--- config.mk ---
export PLATFORM = sky130hd
export DESIGN_NAME = booth_mult_scheduler
export DESIGN_NICKNAME = d
export VERILOG_FILES = /design/src/rtl/booth_pkg.sv /design/src/rtl/booth_step_datapath.sv /design/src/rtl/booth_mult_scheduler.sv
export SDC_FILE = /design/constraint.sdc
export NUM_CORES = 1
export LEC_CHECK = 0
export CAP_MARGIN = 20
export CORE_UTILIZATION = 43
export CTS_CLUSTER_DIAMETER = 120
export DETAILED_ROUTE_END_ITERATION = 10
export HOLD_SLACK_MARGIN = 0.08
export PLACE_DENSITY = 0.77
export SLEW_MARGIN = 10
export SYNTH_ARGS = -nofsm -noshare
export SYNTH_HDL_FRONTEND = slang
export SYNTH_SLANG_ARGS = --single-unit
export TNS_END_PERCENT = 30
--- constraint.sdc ---
create_clock -name clk -period 2.6 [get_ports clk]
set_clock_uncertainty 0.05 [all_clocks]
set_input_delay 0.52 -clock clk [delete_from_list [all_inputs] [get_ports clk]]
set_output_delay 0.52 -clock clk [all_outputs]
set_load 0.005 [all_outputs]
--- src/rtl/booth_pkg.sv ---
// Shared types and helpers for the round-robin Booth multiply scheduler.
// Contents:
//   state_t      scheduler FSM states (IDLE, RUN, DONE)
//   booth_op_t   radix-2 Booth operation selected by {Q0, Q-1}
//   DEF_WIDTH / DEF_NREQ   default operand width and requester count
//   booth_op()   decodes {Q0, Q-1} into a Booth operation
//   rr_next()    round-robin pick: first requester at or after last+1
package booth_pkg;

    localparam int DEF_WIDTH = 6;
    localparam int DEF_NREQ  = 4;
    // Request vectors are widened to this size before arbitration.
    localparam int MAX_NREQ  = 32;

    typedef enum logic [1:0] {
        IDLE = 2'd0,
        RUN  = 2'd1,
        DONE = 2'd2
    } state_t;

    typedef enum logic [1:0] {
        NOP = 2'd0,
        ADD = 2'd1,
        SUB = 2'd2
    } booth_op_t;

    function automatic booth_op_t booth_op(input logic q0, input logic qm1);
        booth_op_t op;
        case ({q0, qm1})
            2'b01:   op = ADD;
            2'b10:   op = SUB;
            default: op = NOP;
        endcase
        return op;
    endfunction

    // Returns the first set bit of req_v scanning (last+1) mod n upward,
    // wrapping around; 0 when nothing is requested.
    function automatic int rr_next(input logic [MAX_NREQ-1:0] req_v,
                                   input int last, input int n);
        int   pick;
        int   idx;
        logic found;
        pick  = 0;
        found = 1'b0;
        for (int k = 1; k <= MAX_NREQ; k++) begin
            if ((k <= n) && !found) begin
                idx = (last + k) % n;
                if (req_v[idx[4:0]]) begin
                    pick  = idx;
                    found = 1'b1;
                end else begin
                    found = 1'b0;
                end
            end else begin
                found = found;
            end
        end
        return pick;
    endfunction

endpackage

--- src/rtl/booth_step_datapath.sv ---
// Radix-2 Booth add/subtract-shift datapath.
// A and M are WIDTH+1 bits so that M = -2^(WIDTH-1) can be subtracted
// without overflow.
// Ports:
//   clk, rst_n    clock, asynchronous active-low reset
//   load          capture M = sext(x), Q = y, A = 0, Q-1 = 0
//   step          perform one Booth iteration
//   x, y          multiplicand and multiplier (two's complement)
//   product_nxt   {A[WIDTH-1:0], Q} as it will be after the current step
module booth_step_datapath
    import booth_pkg::*;
#(
    parameter int WIDTH = DEF_WIDTH
) (
    input  logic               clk,
    input  logic               rst_n,
    input  logic               load,
    input  logic               step,
    input  logic [WIDTH-1:0]   x,
    input  logic [WIDTH-1:0]   y,
    output logic [2*WIDTH-1:0] product_nxt
);

    logic [WIDTH:0]   a_r;
    logic [WIDTH:0]   m_r;
    logic [WIDTH-1:0] q_r;
    logic             qm1_r;
    logic [WIDTH:0]   sum_s;
    logic [WIDTH:0]   a_nxt_s;
    logic [WIDTH-1:0] q_nxt_s;
    logic             qm1_nxt_s;
    booth_op_t        op_s;

    // One Booth iteration: add/subtract M, then arithmetic shift of {A,Q,Q-1}.
    always_comb begin
        op_s = booth_op(q_r[0], qm1_r);
        case (op_s)
            ADD:     sum_s = a_r + m_r;
            SUB:     sum_s = a_r - m_r;
            NOP:     sum_s = a_r;
            default: sum_s = a_r;
        endcase
        a_nxt_s     = {sum_s[WIDTH], sum_s[WIDTH:1]};
        q_nxt_s     = {sum_s[0], q_r[WIDTH-1:1]};
        qm1_nxt_s   = q_r[0];
        product_nxt = {a_nxt_s[WIDTH-1:0], q_nxt_s};
    end

    // Operand capture and iteration registers.
    always_ff @(posedge clk or negedge rst_n) begin
        if (!rst_n) begin
            a_r   <= '0;
            m_r   <= '0;
            q_r   <= '0;
            qm1_r <= 1'b0;
        end else if (load) begin
            a_r   <= '0;
            m_r   <= {x[WIDTH-1], x};
            q_r   <= y;
            qm1_r <= 1'b0;
        end else if (step) begin
            a_r   <= a_nxt_s;
            q_r   <= q_nxt_s;
            qm1_r <= qm1_nxt_s;
        end else begin
            a_r   <= a_r;
            q_r   <= q_r;
            qm1_r <= qm1_r;
        end
    end

endmodule

--- src/rtl/booth_mult_scheduler.sv ---
// Shares one sequential Booth multiplier among NREQ requesters.
// Round-robin arbitration in IDLE (gnt is a combinational one-cycle pulse),
// WIDTH iterations in RUN, result held in DONE until res_valid && res_ready.
// Optional build macro BOOTH_ZERO_BYPASS_EN: a zero operand at grant skips
// RUN and goes straight to DONE with a zero product.
// Ports:
//   clk, rst_n          clock, asynchronous active-low reset
//   req[NREQ]           per-requester request (operands stable while high)
//   x_in, y_in          packed operands, requester i at [i*WIDTH +: WIDTH]
//   gnt[NREQ]           one-hot acceptance pulse (IDLE only)
//   res_valid/res_ready result handshake
//   res_id, res_z       owner index and signed 2*WIDTH-bit product
//   busy                high whenever the FSM is not IDLE
module booth_mult_scheduler
    import booth_pkg::*;
#(
    parameter int WIDTH = DEF_WIDTH,
    parameter int NREQ  = DEF_NREQ,
    parameter int IDW   = $clog2(NREQ)
) (
    input  logic                  clk,
    input  logic                  rst_n,
    input  logic [NREQ-1:0]       req,
    input  logic [NREQ*WIDTH-1:0] x_in,
    input  logic [NREQ*WIDTH-1:0] y_in,
    output logic [NREQ-1:0]       gnt,
    output logic                  res_valid,
    output logic [IDW-1:0]        res_id,
    output logic [2*WIDTH-1:0]    res_z,
    input  logic                  res_ready,
    output logic                  busy
);

    localparam int CW = $clog2(WIDTH + 1);

    state_t                state_r;
    state_t                state_nxt_s;
    logic [CW-1:0]         cnt_r;
    logic [IDW-1:0]        last_r;
    logic [IDW-1:0]        sel_s;
    logic [IDW-1:0]        res_id_r;
    logic [2*WIDTH-1:0]    res_z_r;
    logic [2*WIDTH-1:0]    prod_nxt_s;
    logic                  res_valid_r;
    logic [NREQ-1:0]       gnt_s;
    logic                  load_s;
    logic                  step_s;
    logic                  zero_s;
    logic [WIDTH-1:0]      x_sel_s;
    logic [WIDTH-1:0]      y_sel_s;
    logic [MAX_NREQ-1:0]   req_ext_s;

    // Round-robin selection and operand mux for the candidate winner.
    always_comb begin
        req_ext_s = MAX_NREQ'(req);
        sel_s     = IDW'(rr_next(req_ext_s, int'(last_r), NREQ));
        x_sel_s   = x_in[int'(sel_s)*WIDTH +: WIDTH];
        y_sel_s   = y_in[int'(sel_s)*WIDTH +: WIDTH];
`ifdef BOOTH_ZERO_BYPASS_EN
        zero_s    = (x_sel_s == '0) || (y_sel_s == '0);
`else
        zero_s    = 1'b0;
`endif
    end

    // FSM state register.
    always_ff @(posedge clk or negedge rst_n) begin
        if (!rst_n) begin
            state_r <= IDLE;
        end else begin
            state_r <= state_nxt_s;
        end
    end

    // Next-state, grant and datapath control. gnt is gated by rst_n so all
    // outputs read zero while reset is held, even with requests pending.
    always_comb begin
        state_nxt_s = state_r;
        gnt_s       = '0;
        load_s      = 1'b0;
        step_s      = 1'b0;
        case (state_r)
            IDLE: begin
                if ((|req) && rst_n) begin
                    gnt_s[sel_s] = 1'b1;
                    load_s       = 1'b1;
                    if (zero_s) begin
                        state_nxt_s = DONE;
                    end else begin
                        state_nxt_s = RUN;
                    end
                end else begin
                    state_nxt_s = IDLE;
                end
            end
            RUN: begin
                step_s = 1'b1;
                if (cnt_r == CW'(1)) begin
                    state_nxt_s = DONE;
                end else begin
                    state_nxt_s = RUN;
                end
            end
            DONE: begin
                if (res_ready) begin
                    state_nxt_s = IDLE;
                end else begin
                    state_nxt_s = DONE;
                end
            end
            default: state_nxt_s = IDLE;
        endcase
    end

    // Iteration counter, round-robin pointer and result registers.
    always_ff @(posedge clk or negedge rst_n) begin
        if (!rst_n) begin
            cnt_r       <= '0;
            last_r      <= IDW'(NREQ - 1);
            res_id_r    <= '0;
            res_z_r     <= '0;
            res_valid_r <= 1'b0;
        end else begin
            res_valid_r <= (state_nxt_s == DONE);
            if (load_s) begin
                cnt_r    <= CW'(WIDTH);
                last_r   <= sel_s;
                res_id_r <= sel_s;
            end else if (step_s) begin
                cnt_r    <= cnt_r - CW'(1);
            end else begin
                cnt_r    <= cnt_r;
            end
            // Product is taken from the final iteration as it retires.
            if (load_s && (state_nxt_s == DONE)) begin
                res_z_r <= '0;
            end else if (step_s && (cnt_r == CW'(1))) begin
                res_z_r <= prod_nxt_s;
            end else begin
                res_z_r <= res_z_r;
            end
        end
    end

    booth_step_datapath #(
        .WIDTH (WIDTH)
    ) u_dp (
        .clk         (clk),
        .rst_n       (rst_n),
        .load        (load_s),
        .step        (step_s),
        .x           (x_sel_s),
        .y           (y_sel_s),
        .product_nxt (prod_nxt_s)
    );

    assign gnt       = gnt_s;
    assign res_valid = res_valid_r;
    assign res_id    = res_id_r;
    assign res_z     = res_z_r;
    assign busy      = (state_r != IDLE);

endmodule

==> reports/qor.yml <==
run_status:
  status: "complete, no violations"
placement:
  dp_slack_ps: -331.8
  routabilityCongestion: 0.8336
  dp_hpwl_um: 4827
  portBuffers: 74
worst_setup_path:
  critical_path.startpoint_type: "flip-flop"
  required_ps: 2770
  criticalPathCategory: "flip-flop to flip-flop"
  crit_path_top_delay_cell: "dfrtp_1"
  cp_num_buf_inv: 2
  end_kind: "flip-flop"
  cp_top_family: "compound AO/OA/AOI/OAI gates"
  cp_cell_sequence: "inv_2 -> ha_4 -> mux2_4 -> inv_2 -> ha_4 -> nor2b_4 -> o31a_1 -> o21a_1 -> o21a_1 -> o31a_1 -> o21ai_1"
  slowest_delay_ps: 400
  cp_max_fo: 2
  crit_arrival_ps: 2760
  reg2reg_depth: 11
  cp.depth: 11
die:
  core_mm2: 0.005574
  std_cell_rows: 27
  die_w_um: 78.73
  dieArea_mm2: 0.006198
  pin_count: 75
  die_h_um: 78.73
  initial_core_util_pct: 45.41
timing:
  maxSlewViolCount: 0
  hold_viol: 0
  slew_headroom_pct: 48.06
  holdWs_ps: 365.8
  setup_viol: 0
  period_needed_ps: 2600
  finalCritPeriodShare_pct: 99.98
  worstMarginPinSlew_ps: 779.0
  clock.fmax_mhz: 384.7
  rsz0062_at_grt: "yes"
  layout_setup_ws_ps: 0.4809
final_layout:
  area_delta_synth_final_pct: 46.66
  multi_input_comb_area_mm2: 0.001489
  drive_gt1_share_pct: 19.06
  nets: 427
  fillers: 473
  diodes: 0
  register_area_mm2: 0.001030
logic_synthesis:
  synth_area_mm2: 0.002531
  synth_flop_cell: "dfrtp_1"
  async_flop_share_pct: 100.0
  synth_fp_nets: 330
  synth-edff-count: 0
  avgSynthCellArea_um2: 9.588
  netlist-cell-type-count: 47
  synthCells: 264
  synth-seq-area-share_pct: 40.63
  synth_warnings: 0
  ys_seq_elements: 41
route:
  vias: 2310
  drtIter0Drc: 77
  ant_nets: 0
  via_per_inst: 5.323
  drcViolationCount: 0
  wl_um: 6603
  wl_per_cell_um: 15.21
  drt_first_pass_iters: 4
cts:
  cts_max_level: 2
  clock_latency_ps: 300
  cts.clk_slew.worst_paths_ps: 80
  cts-buffers-inserted: 5
  clk_path_buf_depth: 2
  cts_tree: "built"
  clockRootBuffer: "clkbuf_8"
  cts_sinks: 41
global_routing:
  grt_pass1_wl_um: 10470
  antenna_found_initial: 0
  grt_max_degree: 42
  groute.usage.overall_pct: 21.70
  grt_pass1_vias: 2283
  grt_overflow: 0
flow_run:
  drv_cap: 0
pwr:
  p_per_area_mw_per_mm2: 1304
  vdd_drop_max_mv: 0.7895
  p_leak_nw: 1.667
worst_hold_path:
  hold_class: "input port to asynchronous set/reset pin"
path summary, 6_finish.rpt:
| path | startpoint | to | slack [ps] |
|---|---|---|---|
| worst max-delay path | u_dp.m_r[0] | res_z[10] | 0.5 |
| worst min-delay path | rst_n | u_dp.a_r[4] | 370 |
| worst max register to register | u_dp.m_r[0] | res_z[10] | 0.5 |
| worst min register to register | res_z[2] | res_z[2] | 430 |
| max in group asynchronous | rst_n | u_dp.q_r[0] | 1750 |
| min in group clk | res_z[2] | res_z[2] | 430 |
layer usage:
layer  GRT usage, %  wire length, um  up-vias  share of wire (%)
met5              0                0        -                  0
met3          4.828              239        7                3.6
met1          25.84             2729     1101                 41
met4          6.111               93        0                1.4
li1               -                -     1143                  -
met2          38.96             3540       59                 54
sequential cells by signal, indices dropped and copies added (netlist names):
name,cells
res_id,2
u_dp.a_r,6
u_dp.qm1_r,1
res_z,12
last_r,2
u_dp.q_r,6
u_dp.m_r,6
cnt_r,3
res_valid,1
state_r,2
per-stage QoR:
stage / instance area [um^2] / cells / setup TNS (ps) / power [mW] / utilization (%)
after floorplan: 2531 / 264 / 0 / 2.953 / -
after global placement: 3482 / 422 / -1235 / 3.752 / 62.47
after detailed placement: 3482 / 422 / -1812 / 3.879 / 62.47
after CTS: 3620 / 432 / 0 / 4.520 / 64.94
after global routing: 3712 / 434 / -255.0 / 5.217 / 66.60
final: 3712 / 434 / 0 / 4.842 / 66.60
where the power goes:
group / switching, mW / internal, mW / total [mW]
Combinational: 1.46 / 1.64 / 3.10
Sequential: 0.248 / 0.956 / 1.20
Clock: 0.224 / 0.313 / 0.538
Total: 1.93 / 2.91 / 4.84
layout make-up:
class	instances	share of cell area, %
repair buffers	101	25.38
flip-flops and latches	41	27.74
clock inverters	1	0.8089
clock buffers	7	2.326
well taps	72	2.427
multi-input cells	200	40.11
inverters	12	1.213
timing repair:
action / in CTS / in global routing
buffers inserted: 2 / 2
endpoints found under the setup margin: 7 / 5
gates resized for setup: 12 / 19
pin swaps: 3 / 14
hold buffers: 0 / 0
endpoints found under the hold margin: 0 / 0
cells in the mapped netlist, types with 3 or more instances:
library cell   n  area share, %
a21oi_1       19            3.8
and3_1         6            1.5
clkbuf_1       8            1.2
dfrtp_1       39             39
ha_1          10            4.9
inv_1         12            1.8
mux2_1         7            3.1
mux2_2         3            1.3
mux2i_1       19            7.5
nand2_1       37            5.5
nand3_1        6            1.2
nor2_1        12            1.8
nor2b_1        5            1.2
nor3_1         3           0.59
o21a_1         6            1.8
o21ai_0       15            3.0
o21ai_1        4           0.79
o221ai_1       5            1.7
o22ai_1        8            2.0
o31a_1         3            1.0
xnor2_1        4            1.4
cells in the final DEF (no fill, tap or decap), drive strengths merged, types with 3 or more instances in the layout:
cell type       n
buf            28
mux2           10
and3            6
dfrtp          39
nor2b           5
clkbuf          7
nand2          39
mux2i          19
dlygate4sd2     7
o221ai          5
nor2           13
nor3            3
clkdlybuf4s50  66
o22ai           8
o21ai          19
xnor2           4
a21oi          20
ha             10
nand3           6
o31a            3
inv            12
a211oi          3
o21a            6
cell families after synthesis:
group / after synthesis / share of synthesized area [%]
multiplexers: 29 / 11.96
buffers and inverters: 23 / 4.152
adder cells (fa/ha/maj): 11 / 5.734
AND/OR/NAND/NOR: 80 / 14.78
flip-flops: 41 / 40.63
XOR/XNOR: 5 / 1.730
AO/OA/AOI/OAI: 75 / 21.01
Power figures use the tool's default switching activity.
